**src/rtl/dadda_pkg.sv**
```systemverilog
// Elaboration-time planning for the Dadda reduction tree: the height sequence,
// per-stage column heights and counter counts, and bit offsets of each column.
package dadda_pkg;

  localparam int MAX_STAGES = 10;
  localparam int MAX_COLS   = 128;

  localparam logic [3:0][6:0] LEGAL_WIDTHS = {7'd64, 7'd32, 7'd16, 7'd8};

  typedef logic [MAX_COLS-1:0][31:0] col_vec_t;
  typedef logic [MAX_COLS:0][31:0]   off_vec_t;

  typedef struct packed {
    logic [31:0]                  num_stages;
    logic [MAX_STAGES-1:0][31:0]  d;
  } dadda_seq_t;

  // h: column heights entering the next reduction; fa/ha: counters that reduction uses
  typedef struct packed {
    col_vec_t h;
    col_vec_t fa;
    col_vec_t ha;
  } stage_plan_t;

  function automatic logic is_legal_width(int w);
    logic ok;
    ok = 1'b0;
    for (int i = 0; i < 4; i++) begin
      if (w == int'(LEGAL_WIDTHS[i])) ok = 1'b1;
    end
    return ok;
  endfunction

  function automatic dadda_seq_t dadda_seq(int w);
    dadda_seq_t r;
    int         d;
    r = '0;
    d = 2;
    for (int k = 0; k < MAX_STAGES; k++) begin
      r.d[k] = d;
      if (d < w) r.num_stages = k + 1;
      d = (d * 3) / 2;
    end
    return r;
  endfunction

  // Heights after s reductions, plus the counters the (s+1)-th reduction places.
  function automatic stage_plan_t stage_plan(int w, int s);
    stage_plan_t p;
    col_vec_t    nh;
    dadda_seq_t  seq;
    int          d, cin, tot, excess;
    seq = dadda_seq(w);
    p   = '0;
    nh  = '0;
    d   = 0;
    for (int c = 0; c < 2*w; c++) begin
      if (c < w) p.h[c] = c + 1;
      else if (c < 2*w - 1) p.h[c] = 2*w - 1 - c;
    end
    for (int st = 0; st <= s; st++) begin
      if (st < int'(seq.num_stages)) d = int'(seq.d[int'(seq.num_stages) - 1 - st]);
      else d = 2 * w;
      cin = 0;
      for (int c = 0; c < 2*w; c++) begin
        tot    = int'(p.h[c]) + cin;
        excess = (tot > d && c < 2*w - 1) ? tot - d : 0;
        p.fa[c] = excess / 2;
        p.ha[c] = excess % 2;
        nh[c]   = tot - excess;
        cin     = excess / 2 + excess % 2;
      end
      if (st < s) p.h = nh;
    end
    return p;
  endfunction

  function automatic off_vec_t col_offsets(col_vec_t h);
    off_vec_t off;
    off = '0;
    for (int c = 0; c < MAX_COLS; c++) begin
      off[c+1] = off[c] + h[c];
    end
    return off;
  endfunction

  function automatic int carries_in(stage_plan_t p, int c);
    int n;
    n = 0;
    if (c > 0) n = int'(p.fa[c-1]) + int'(p.ha[c-1]);
    return n;
  endfunction

endpackage

```
**src/rtl/dadda_fa.sv**
```systemverilog
// 1-bit full adder, the 3:2 counter of the Dadda reduction tree.
module dadda_fa (
  input  logic a,
  input  logic b,
  input  logic cin,
  output logic s,
  output logic cout
);

  assign s    = a ^ b ^ cin;
  assign cout = (a & b) | (cin & (a ^ b));

endmodule

```
**src/rtl/dadda_mult_3_2.sv**
```systemverilog
// Unsigned WIDTH x WIDTH Dadda-tree multiplier with a single registered output stage.
module dadda_mult_3_2
  import dadda_pkg::*;
#(
  parameter int WIDTH = 16
) (
  input  logic               clk,
  input  logic               rst_n,
  input  logic               in_valid,
  input  logic [WIDTH-1:0]   a,
  input  logic [WIDTH-1:0]   b,
  output logic               out_valid,
  output logic [2*WIDTH-1:0] product
);

  localparam dadda_seq_t SEQ        = dadda_seq(WIDTH);
  localparam int         NUM_STAGES = int'(SEQ.num_stages);
  localparam int         NCOLS      = 2 * WIDTH;

  if (!is_legal_width(WIDTH)) begin : g_bad_width
    $error("dadda_mult_3_2: WIDTH must be 8, 16, 32 or 64");
  end

  logic [NCOLS-1:0] row0;
  logic [NCOLS-1:0] row1;
  logic [NCOLS-1:0] sum;

  // Each stage packs its columns back to back; within a column the order is
  // incoming carries, FA sums, HA sum, then bits passed through untouched.
  for (genvar s = 0; s <= NUM_STAGES; s++) begin : g_stage
    localparam stage_plan_t PLAN_OUT = stage_plan(WIDTH, s);
    localparam off_vec_t    OFF_OUT  = col_offsets(PLAN_OUT.h);
    localparam int          TOTAL    = int'(OFF_OUT[MAX_COLS]);

    logic [TOTAL-1:0] stage_bits;

    if (s == 0) begin : g_pp
      for (genvar c = 0; c < NCOLS; c++) begin : g_col
        localparam int IMIN = (c < WIDTH) ? 0 : c - WIDTH + 1;
        localparam int HC   = int'(PLAN_OUT.h[c]);
        localparam int OFF  = int'(OFF_OUT[c]);
        for (genvar k = 0; k < HC; k++) begin : g_bit
          assign stage_bits[OFF+k] = a[c-IMIN-k] & b[IMIN+k];
        end
      end
    end else begin : g_red
      localparam stage_plan_t PLAN_IN = stage_plan(WIDTH, s - 1);
      localparam off_vec_t    OFF_IN  = col_offsets(PLAN_IN.h);

      for (genvar c = 0; c < NCOLS; c++) begin : g_col
        localparam int HIN   = int'(PLAN_IN.h[c]);
        localparam int FA    = int'(PLAN_IN.fa[c]);
        localparam int HA    = int'(PLAN_IN.ha[c]);
        localparam int PASS  = HIN - 3*FA - 2*HA;
        localparam int IOFF  = int'(OFF_IN[c]);
        localparam int SBASE = int'(OFF_OUT[c]) + carries_in(PLAN_IN, c);
        localparam int CBASE = int'(OFF_OUT[c+1]);

        for (genvar i = 0; i < FA; i++) begin : g_fa
          dadda_fa u_fa (
            .a    (g_stage[s-1].stage_bits[IOFF+3*i]),
            .b    (g_stage[s-1].stage_bits[IOFF+3*i+1]),
            .cin  (g_stage[s-1].stage_bits[IOFF+3*i+2]),
            .s    (stage_bits[SBASE+i]),
            .cout (stage_bits[CBASE+i])
          );
        end

        if (HA > 0) begin : g_ha
          assign stage_bits[SBASE+FA] = g_stage[s-1].stage_bits[IOFF+3*FA]
                                      ^ g_stage[s-1].stage_bits[IOFF+3*FA+1];
          assign stage_bits[CBASE+FA] = g_stage[s-1].stage_bits[IOFF+3*FA]
                                      & g_stage[s-1].stage_bits[IOFF+3*FA+1];
        end

        if (PASS > 0) begin : g_pass
          assign stage_bits[SBASE+FA+HA +: PASS] =
            g_stage[s-1].stage_bits[IOFF+3*FA+2*HA +: PASS];
        end
      end
    end
  end

  localparam stage_plan_t PLAN_FIN = stage_plan(WIDTH, NUM_STAGES);
  localparam off_vec_t    OFF_FIN  = col_offsets(PLAN_FIN.h);

  // After the last reduction every column holds at most two bits.
  for (genvar c = 0; c < NCOLS; c++) begin : g_rows
    localparam int HF = int'(PLAN_FIN.h[c]);
    localparam int OF = int'(OFF_FIN[c]);
    if (HF == 0) begin : g_empty
      assign row0[c] = 1'b0;
      assign row1[c] = 1'b0;
    end else if (HF == 1) begin : g_one
      assign row0[c] = g_stage[NUM_STAGES].stage_bits[OF];
      assign row1[c] = 1'b0;
    end else begin : g_two
      assign row0[c] = g_stage[NUM_STAGES].stage_bits[OF];
      assign row1[c] = g_stage[NUM_STAGES].stage_bits[OF+1];
    end
  end

  assign sum = row0 + row1;

  always_ff @(posedge clk or negedge rst_n) begin
    if (!rst_n) begin
      product   <= '0;
      out_valid <= 1'b0;
    end else begin
      product   <= sum;
      out_valid <= in_valid;
    end
  end

endmodule

```
**config.mk**
```make
export PLATFORM = sky130hd
export DESIGN_NAME = dadda_mult_3_2
export DESIGN_NICKNAME = d
export VERILOG_FILES = /design/src/rtl/dadda_pkg.sv /design/src/rtl/dadda_fa.sv /design/src/rtl/dadda_mult_3_2.sv
export SDC_FILE = /design/constraint.sdc
export NUM_CORES = 1
export LEC_CHECK = 0
export ABC_AREA = 1
export CAP_MARGIN = 40
export CORE_MARGIN = 4
export CORE_UTILIZATION = 35
export CTS_CLUSTER_SIZE = 12
export DETAILED_ROUTE_END_ITERATION = 12
export SYNTH_ARGS = -nofsm -noshare
export SYNTH_HDL_FRONTEND = slang
export SYNTH_SLANG_ARGS = --single-unit
```
**constraint.sdc**
```tcl
create_clock -name clk -period 0.8 [get_ports clk]
set_clock_uncertainty 0.1 [all_clocks]
set_input_delay 0.16 -clock clk [delete_from_list [all_inputs] [get_ports clk]]
set_output_delay 0.16 -clock clk [all_outputs]
set_load 0.02 [all_outputs]
```
==> impl_metrics.py, run 1 <==
metrics = {
    "run_status": {
        "status": "finished, violations left",
        "violations": "negative setup slack",
    },
    "timing": {
        "tightest_slew_ns": 0.317,
        "min_period_ns": 4.56,
        "rsz0062_at_grt": "yes",
        "layout_setup_ws_ns": -3.76,
        "finalMaxSlewViolations": 0,
        "hold_viol_final": 0,
        "fin_hold_ws_ns": 0.150,
        "fin_crit_sh": 5.70,
        "setup_viol": 63,
        "clock.fmax_mhz": 219,
        "slew_headroom": 0.787,
    },
    "cts": {
        "numCtsBuffers": 5,
        "h-tree-depth": 2,
        "cts_root_buf": "clkbuf_16",
        "clockBufferDepth": 2,
        "cts_sinks": 33,
        "cts_tree": "built",
        "clk_pin_slew_ns": 0.06,
    },
    "routing": {
        "ant_nets": 0,
        "firstDrtPassIters": 5,
        "drt-initial-drc-count": 282,
        "vias": 8398,
        "drc": 0,
        "wire_per_inst_um": 13.9,
        "totalWireLength_um": 26700,
        "vias_per_cell": 4.38,
    },
    "cells_and_area": {
        "diodes": 0,
        "final_layout_size_suffix_gt1_frac": 0.345,
        "area_delta_synth_final_pct": 39.8,
        "nets": 1821,
    },
    "floorplan": {
        "core_um2": 27200,
        "fp.dieH_um": 175,
        "start_util": 0.358,
        "die_area_um2": 30500,
        "die_width_um": 175,
        "pin_count": 68,
        "rows": 60,
    },
    "critical_path": {
        "path_cells": "buf_8, buf_8, nand2_4, fa_1, inv_2, fa_1, inv_2, fa_2, inv_2, fa_2, fa_1, inv_1, fa_1, inv_2, ha_4, nand2_4, inv_2, a21oi_4, nand2_2, buf_4, inv_2, nand2_1, nand2_1, nand2_2",
        "setup.worst_path.end_class": "register",
        "crit_path_top_delay_cell": "fa_1",
        "cp-start-kind": "primary input",
        "worstPathMaxFanout": 4,
        "cpMostUsedCell": "inv_2",
        "cp.required_ns": 0.86,
        "max_stage_delay_ns": 0.54,
        "critPathArrivalTime_ns": 4.62,
        "crit_type": "in2reg",
    },
    "placement": {
        "hpwl_um": 21900,
        "globalplace.congestion": 0.871,
        "port_buffers": 67,
    },
    "yosys": {
        "synth_xor_xnor_area_share": 0.0135,
        "synth.avg_cell_area_um2": 7.10,
        "synth-seq-cells": 33,
        "yosys.area_share.adder": 0.461,
        "synth_top_family_by_area": "adder cells",
        "synth_compound_area_frac": 0.0176,
        "synth.distinct_cells": 28,
        "synthSimpleGateAreaFrac": 0.222,
        "synth_mux_area_frac": 0,
        "postSynthCellCount": 1370,
        "syn-num-nets": 1646,
        "yosys_warnings": 0,
        "synth_seq_area_share": 0.0849,
        "synth_area_um2": 9730,
    },
    "flow_run": {
        "drv_cap": 0,
    },
    "min_path": {
        "hp-class": "in2async",
    },
    "grt": {
        "grt_pass1_wl_um": 44100,
        "grt_pass1_vias": 9004,
        "overflow": 0,
        "grt_start_max_net_pins": 34,
        "antenna_found_initial": 0,
        "grt_usage": 0.176,
    },
}
-- worst max-delay path: cells and delay by family --
kind / cells / cell delay [ns]
compound gates: 1 / 0.14
fa+ha+maj: 7 / 3.23
buf+inv: 10 / 0.65
simple gates: 6 / 0.42
-- cells in the mapped netlist, drive strengths merged --
library cell,number,area [µm²]
o21ai,1,5.00
nand2,456,1760
clkinv,1,5.00
o21bai,3,22.5
clkbuf,64,240
and2,1,6.26
inv,456,1710
xor2,15,131
nand3,25,150
ha,45,563
o21a,1,7.51
fa,196,3920
nand4,5,31.3
dfrtp,33,826
a21o,1,7.51
nor3,7,51.3
nor2,38,155
a21oi,22,129
-- cell usage in the layout (no fill, tap or decap), drive strengths merged --
cell,Yosys,layout
inv,456,457
nand2,456,456
buf,0,218
fa,196,196
ha,45,45
nor2,38,38
dfrtp,33,33
nand3,25,25
a21oi,22,22
xor2,15,15
clkbuf,64,12
nor3,7,7
nand4,5,5
clkdlybuf4s50,0,4
o21bai,3,3
dlygate4sd2,0,3
clkinv,1,2
and2,1,1
o21ai,1,1
o21a,1,1
a21o,1,1
clkdlybuf4s15,0,1
-- through the flow --
| step | util | cell area [µm²] | setup TNS, ns | instances | setup WS, ns |
|---|---|---|---|---|---|
| final | 0.501 | 13600 | -100.74 | 1918 | -3.76 |
| after global routing | 0.501 | 13600 | -105.66 | 1918 | -3.93 |
| after global placement | 0.447 | 12200 | -128.96 | 1863 | -4.36 |
| after CTS | 0.486 | 13200 | -102.20 | 1906 | -3.75 |
| after detailed placement | 0.447 | 12200 | -130.62 | 1863 | -4.45 |
| after floorplan | - | 10900 | -92.44 | 1370 | -3.78 |
-- metal layers --
metal	vias up	wire [µm]	GRT usage
met5	-	0	0
met4	0	535	0.0452
met3	30	998	0.0119
met2	166	13900	0.325
met1	4129	11200	0.226
li1	4073	-	-
-- cell type report --
type,count,area [µm²]
Clock buffer,6,129
Fill cell,2668,13600
Multi-Input combinational cell,816,8090
Tap cell,372,465
Inverter,457,1740
Timing Repair Buffer,232,2350
Sequential cell,33,826
Clock inverter,2,10.0
-- state kept, by name, summed over array words and instances (netlist names) --
register	cells
out_valid	1
product	32
-- timing repair --
item,in CTS,in global routing
pin swaps,134,121
gates resized for setup,496,130
hold buffers,0,0
setup endpoints to repair,65,64
gates cloned,3,0
setup buffers,35,23
-- final timing paths --
kind,slack [ns],start,end
worst max-delay path,-3.76,a[13],product[20]
worst min-delay path,0.15,rst_n,product[2]
max in group asynchronous,0.26,rst_n,product[29]
min in group clk,0.23,in_valid,out_valid
-- cells by family (layout without fill, tap and decap cells) --
logic type               after synthesis  in the layout
AO/OA/AOI/OAI                         28             28
AND/OR/NAND/NOR                      532            532
buffers and inverters                521            697
XOR/XNOR                              15             15
flip-flops                            33             33
adder cells (fa/ha/maj)              241            241
Power of run 1 is not shown: default switching activity piles up to over one toggle a cycle in this logic, so the estimate is an artifact.
==> inputs of run 2 (changes only) <==
--- a/config.mk
+++ b/config.mk
@@ -11,6 +11,7 @@
 export CORE_UTILIZATION = 35
 export CTS_CLUSTER_SIZE = 12
 export DETAILED_ROUTE_END_ITERATION = 12
+export MAX_ROUTING_LAYER = met4
 export SYNTH_ARGS = -nofsm -noshare
 export SYNTH_HDL_FRONTEND = slang
 export SYNTH_SLANG_ARGS = --single-unit
==> run 2 against run 1 <==
Fmax increased by 3.2%. Worst setup slack improved by 0.14 ns. Non-clock buffer count decreased by 10. Count of clock-buffer cells in the layout decreased by 1. Wire length increased by 0.28%. The flow still finishes with violations (negative setup slack). Highest routed layer unchanged. Worst hold slack improved by 0.00073 ns. Final area increased by 1.3%.
==> impl_metrics.py, run 2 (synthesized netlist as in run 1, its figures left out) <==
metrics = {
    "critical_path": {
        "cp-start-kind": "primary input",
        "critPathArrivalTime_ns": 4.48,
        "setup.worst_path.end_class": "register",
        "worstPathMaxFanout": 6,
        "crit_type": "in2reg",
        "path_cells": "buf_6, buf_8, nand2_4, fa_1, inv_2, fa_1, inv_2, fa_2, inv_2, fa_1, fa_1, inv_1, fa_1, inv_2, ha_4, nand2_4, nand2_4, a21oi_4, nand2_2, buf_6, inv_2, nand2_1, nand2_1, nand2_2",
        "max_stage_delay_ns": 0.55,
        "crit_path_top_delay_cell": "fa_1",
        "cp.required_ns": 0.85,
    },
    "grt": {
        "antenna_found_initial": 0,
        "grt_pass1_vias": 9039,
        "overflow": 0,
        "grt_start_max_net_pins": 34,
        "grt_usage": 0.184,
        "grt_pass1_wl_um": 44900,
    },
    "timing": {
        "layout_setup_ws_ns": -3.62,
        "rsz0062_at_grt": "yes",
        "fin_crit_sh": 5.53,
        "min_period_ns": 4.42,
        "clock.fmax_mhz": 226,
        "setup_viol": 64,
        "slew_headroom": 0.732,
        "tightest_slew_ns": 0.398,
        "finalMaxSlewViolations": 0,
        "hold_viol_final": 0,
    },
    "routing": {
        "wire_per_inst_um": 14.0,
        "firstDrtPassIters": 5,
        "totalWireLength_um": 26700,
        "vias_per_cell": 4.37,
        "vias": 8330,
        "drc": 0,
        "ant_nets": 0,
        "drt-initial-drc-count": 437,
    },
    "cts": {
        "cts_root_buf": "clkbuf_16",
        "cts_sinks": 33,
        "h-tree-depth": 2,
        "numCtsBuffers": 5,
        "clk_pin_slew_ns": 0.06,
        "clockBufferDepth": 2,
        "cts_tree": "built",
    },
    "placement": {
        "hpwl_um": 22000,
        "dp_cells": 1863,
        "globalplace.congestion": 0.884,
        "port_buffers": 67,
    },
    "cells_and_area": {
        "diodes": 0,
        "nets": 1811,
        "most-common-layout-cells": "inv_1, nand2_1, fa_1",
        "final_layout_size_suffix_gt1_frac": 0.365,
        "largest_reg_flops": 32,
        "final_cells": 1908,
        "regMostFlops": "product",
        "layout_commonest_cell": "inv_1",
        "reg.largest.list": "product x32, out_valid x1",
        "area_delta_synth_final_pct": 41.7,
    },
    "run_status": {
        "violations": "negative setup slack",
        "status": "finished, violations left",
    },
    "floorplan": {
        "die_area_um2": 30500,
        "die_width_um": 175,
        "rows": 60,
        "pin_count": 68,
        "start_util": 0.358,
        "fp.dieH_um": 175,
        "core_um2": 27200,
    },
    "flow_run": {
        "drv_cap": 0,
    },
    "min_path": {
        "hp-class": "in2async",
    },
}
[run 2: cell types whose count changed in the layout (fill, tap and decap cells not counted), sizes merged]
cell         before  now
inv             457  456
clkinv            2    3
dlygate4sd2       3    1
buf             218  214
clkbuf           12    7
clkinvlp          0    1
[run 2: timing repair]
item / 4_1_cts / 5_1_grt
endpoints found under the setup margin: 65 / 64
gates resized for setup: 515 / 187
gates cloned: 4 / 0
hold endpoints to repair: 0 / 0
hold buffers: 0 / 0
pin swaps: 148 / 136
setup buffers: 25 / 20
[run 2: per-layer routing]
layer	wire length [µm]	global-route usage
met5	0	-
met4	860	0.0537
met3	1120	0.0147
met2	13400	0.321
met1	11300	0.232
[run 2: final timing paths]
path	cells past startpoint	slack, ns	to	startpoint
min in group clk	1	0.22	out_valid	in_valid
max	24	-3.62	product[20]	b[5]
max in group asynchronous	2	0.27	out_valid	rst_n
min	2	0.15	product[6]	rst_n
[run 2: final cells by class]
cell class / instances / area (µm²)
inverters: 457 / 1730
clock buffers: 5 / 125
multi-input cells: 816 / 8270
repair buffers: 222 / 2350
well taps: 372 / 465
fillers: 2582 / 13400
flip-flops and latches: 33 / 826
clock inverters: 3 / 17.5
[run 2: through the flow]
stage          setup TNS, ns  cell area [µm²]  utilization  hold WS [ns]  worst slack [ns]
2_1_floorplan         -92.44            10900            -        -0.236             -3.78
3_3_place_gp         -129.06            12200        0.447         0.454             -4.38
3_5_place_dp         -130.08            12200        0.447         0.449             -4.46
4_1_cts              -101.52            13200        0.485         0.159             -3.71
5_1_grt              -103.78            13800        0.507         0.178             -3.78
6_report              -98.77            13800        0.507         0.151             -3.62
[run 2: worst max-delay path: cells and delay by family]
kind,cells,cell delay (ns)
compound gates,1,0.14
fa+ha+maj,7,3.07
buf+inv,9,0.60
simple gates,7,0.49
Power of run 2 is left out for the same reason.
==> inputs of run 3 (changes only) <==
--- a/config.mk
+++ b/config.mk
@@ -7,7 +7,6 @@
 export LEC_CHECK = 0
 export ABC_AREA = 1
 export CAP_MARGIN = 40
-export CORE_MARGIN = 4
 export CORE_UTILIZATION = 35
 export CTS_CLUSTER_SIZE = 12
 export DETAILED_ROUTE_END_ITERATION = 12
==> run 3 against run 2 <==
The flow still finishes with violations (negative setup slack). Cell count up 0.42%. Sequential cell count unchanged. Die area down 6.8%. Critical path type unchanged.
==> impl_metrics.py, run 3 (synthesized netlist as in run 1, its figures left out) <==
metrics = {
    "cells_and_area": {
        "largest_reg_flops": 32,
        "regMostFlops": "product",
        "final_layout_size_suffix_gt1_frac": 0.367,
        "final_cells": 1916,
        "reg.largest.list": "product x32, out_valid x1",
        "area_delta_synth_final_pct": 41.0,
        "diodes": 0,
        "layout_commonest_cell": "inv_1",
        "nets": 1819,
        "most-common-layout-cells": "inv_1, nand2_1, fa_1",
    },
    "routing": {
        "drt-initial-drc-count": 349,
        "vias": 8408,
        "firstDrtPassIters": 5,
        "drc": 0,
        "ant_nets": 0,
        "wire_per_inst_um": 14.1,
        "vias_per_cell": 4.39,
        "totalWireLength_um": 27000,
    },
    "floorplan": {
        "die_width_um": 169,
        "rows": 60,
        "core_um2": 27100,
        "pin_count": 68,
        "die_area_um2": 28500,
        "start_util": 0.359,
        "fp.dieH_um": 169,
    },
    "critical_path": {
        "cpMostUsedCell": "nand2_2",
        "setup.worst_path.end_class": "register",
        "max_stage_delay_ns": 0.57,
        "cp.required_ns": 0.88,
        "cp-start-kind": "primary input",
        "worstPathMaxFanout": 4,
        "crit_path_top_delay_cell": "fa_1",
        "crit_type": "in2reg",
        "critPathArrivalTime_ns": 4.53,
    },
    "cts": {
        "ctsHoldBuffers": 0,
        "numCtsBuffers": 5,
        "cts_root_buf": "clkbuf_16",
        "cts_sinks": 33,
        "clockBufferDepth": 2,
        "cts_tree": "built",
        "h-tree-depth": 2,
        "clk_pin_slew_ns": 0.06,
    },
    "timing": {
        "layout_setup_ws_ns": -3.65,
        "fin_hold_ws_ns": 0.145,
        "hold_viol_final": 0,
        "finalMaxSlewViolations": 0,
        "min_period_ns": 4.45,
        "setup_viol": 63,
        "rsz0062_at_grt": "yes",
        "fin_crit_sh": 5.56,
        "tightest_slew_ns": 0.355,
        "clock.fmax_mhz": 225,
        "slew_headroom": 0.761,
    },
    "run_status": {
        "status": "finished, violations left",
        "violations": "negative setup slack",
    },
    "grt": {
        "overflow": 0,
        "grt_pass1_vias": 9087,
        "grt_usage": 0.203,
        "antenna_found_initial": 0,
        "grt_pass1_wl_um": 44400,
        "grt_start_max_net_pins": 34,
    },
    "placement": {
        "globalplace.congestion": 0.891,
        "dp_cells": 1862,
        "port_buffers": 67,
        "hpwl_um": 22200,
    },
    "min_path": {
        "hp-class": "in2async",
    },
    "flow_run": {
        "drv_cap": 0,
    },
}
run 3: cell count changes in the layout (fill, tap and decap cells not counted), moves of 3 or more:
cell	previous run	this run
nand2_2	83	90
buf_4	89	94
buf_8	14	9
buf_6	85	88
nand2_4	42	39
nand2_8	5	2
nand3_1	8	11
run 3: what timing repair did:
item                                    4_1_cts  5_1_grt
endpoints found under the hold margin         0        0
pin swaps                                   157      138
gates resized for setup                     501      154
setup buffers                                42       11
endpoints found under the setup margin       65       64
gates cloned                                  2        1
run 3: worst max path at each step:
| stage | from | to | slack [ns] | depth (start not counted) |
|---|---|---|---|---|
| 3_3_place_gp | a[14] | product[28] | -4.37 | 23 |
| 6_report | a[14] | product[29] | -3.65 | 25 |
| 3_5_place_dp | a[12] | product[29] | -4.43 | 24 |
| 5_1_grt | a[14] | product[29] | -3.82 | 25 |
| 4_1_cts | a[13] | product[28] | -3.75 | 23 |
| 2_1_floorplan | a[15] | product[30] | -3.78 | 23 |
run 3: area by class of cell:
cell class	count	area, µm²
Inverter	457	1730
Fill cell	2553	13400
Clock buffer	5	125
Sequential cell	33	826
Multi-Input combinational cell	816	8180
Timing Repair Buffer	230	2380
Tap cell	372	465
Clock inverter	3	17.5
run 3: per-layer routing:
layer	GRT usage	routed length, µm	up-vias	part of all wire
met5	-	0	-	0
met2	0.361	13900	172	0.51
met4	0.0664	848	0	0.031
li1	-	-	4068	-
met1	0.245	11500	4120	0.42
met3	0.0136	864	48	0.032
run 3: per-stage QoR:
stage          instance area, µm²  utilization  worst slack, ns  setup TNS, ns
2_1_floorplan               10900            -            -3.78         -92.44
3_3_place_gp                12200        0.449            -4.37        -128.73
3_5_place_dp                12200        0.449            -4.43        -130.36
4_1_cts                     13300        0.490            -3.75        -103.31
5_1_grt                     13700        0.506            -3.82        -105.73
6_report                    13700        0.506            -3.65        -100.92
run 3: critical path: cells and delay by family:
kind | cells | cell delay (ns)
AOI/OAI and AO/OA | 1 | 0.15
adders and majority gates | 7 | 3.10
buffers and inverters | 8 | 0.54
and+or+nand+nor | 9 | 0.61
Power of run 3 is left out for the same reason.
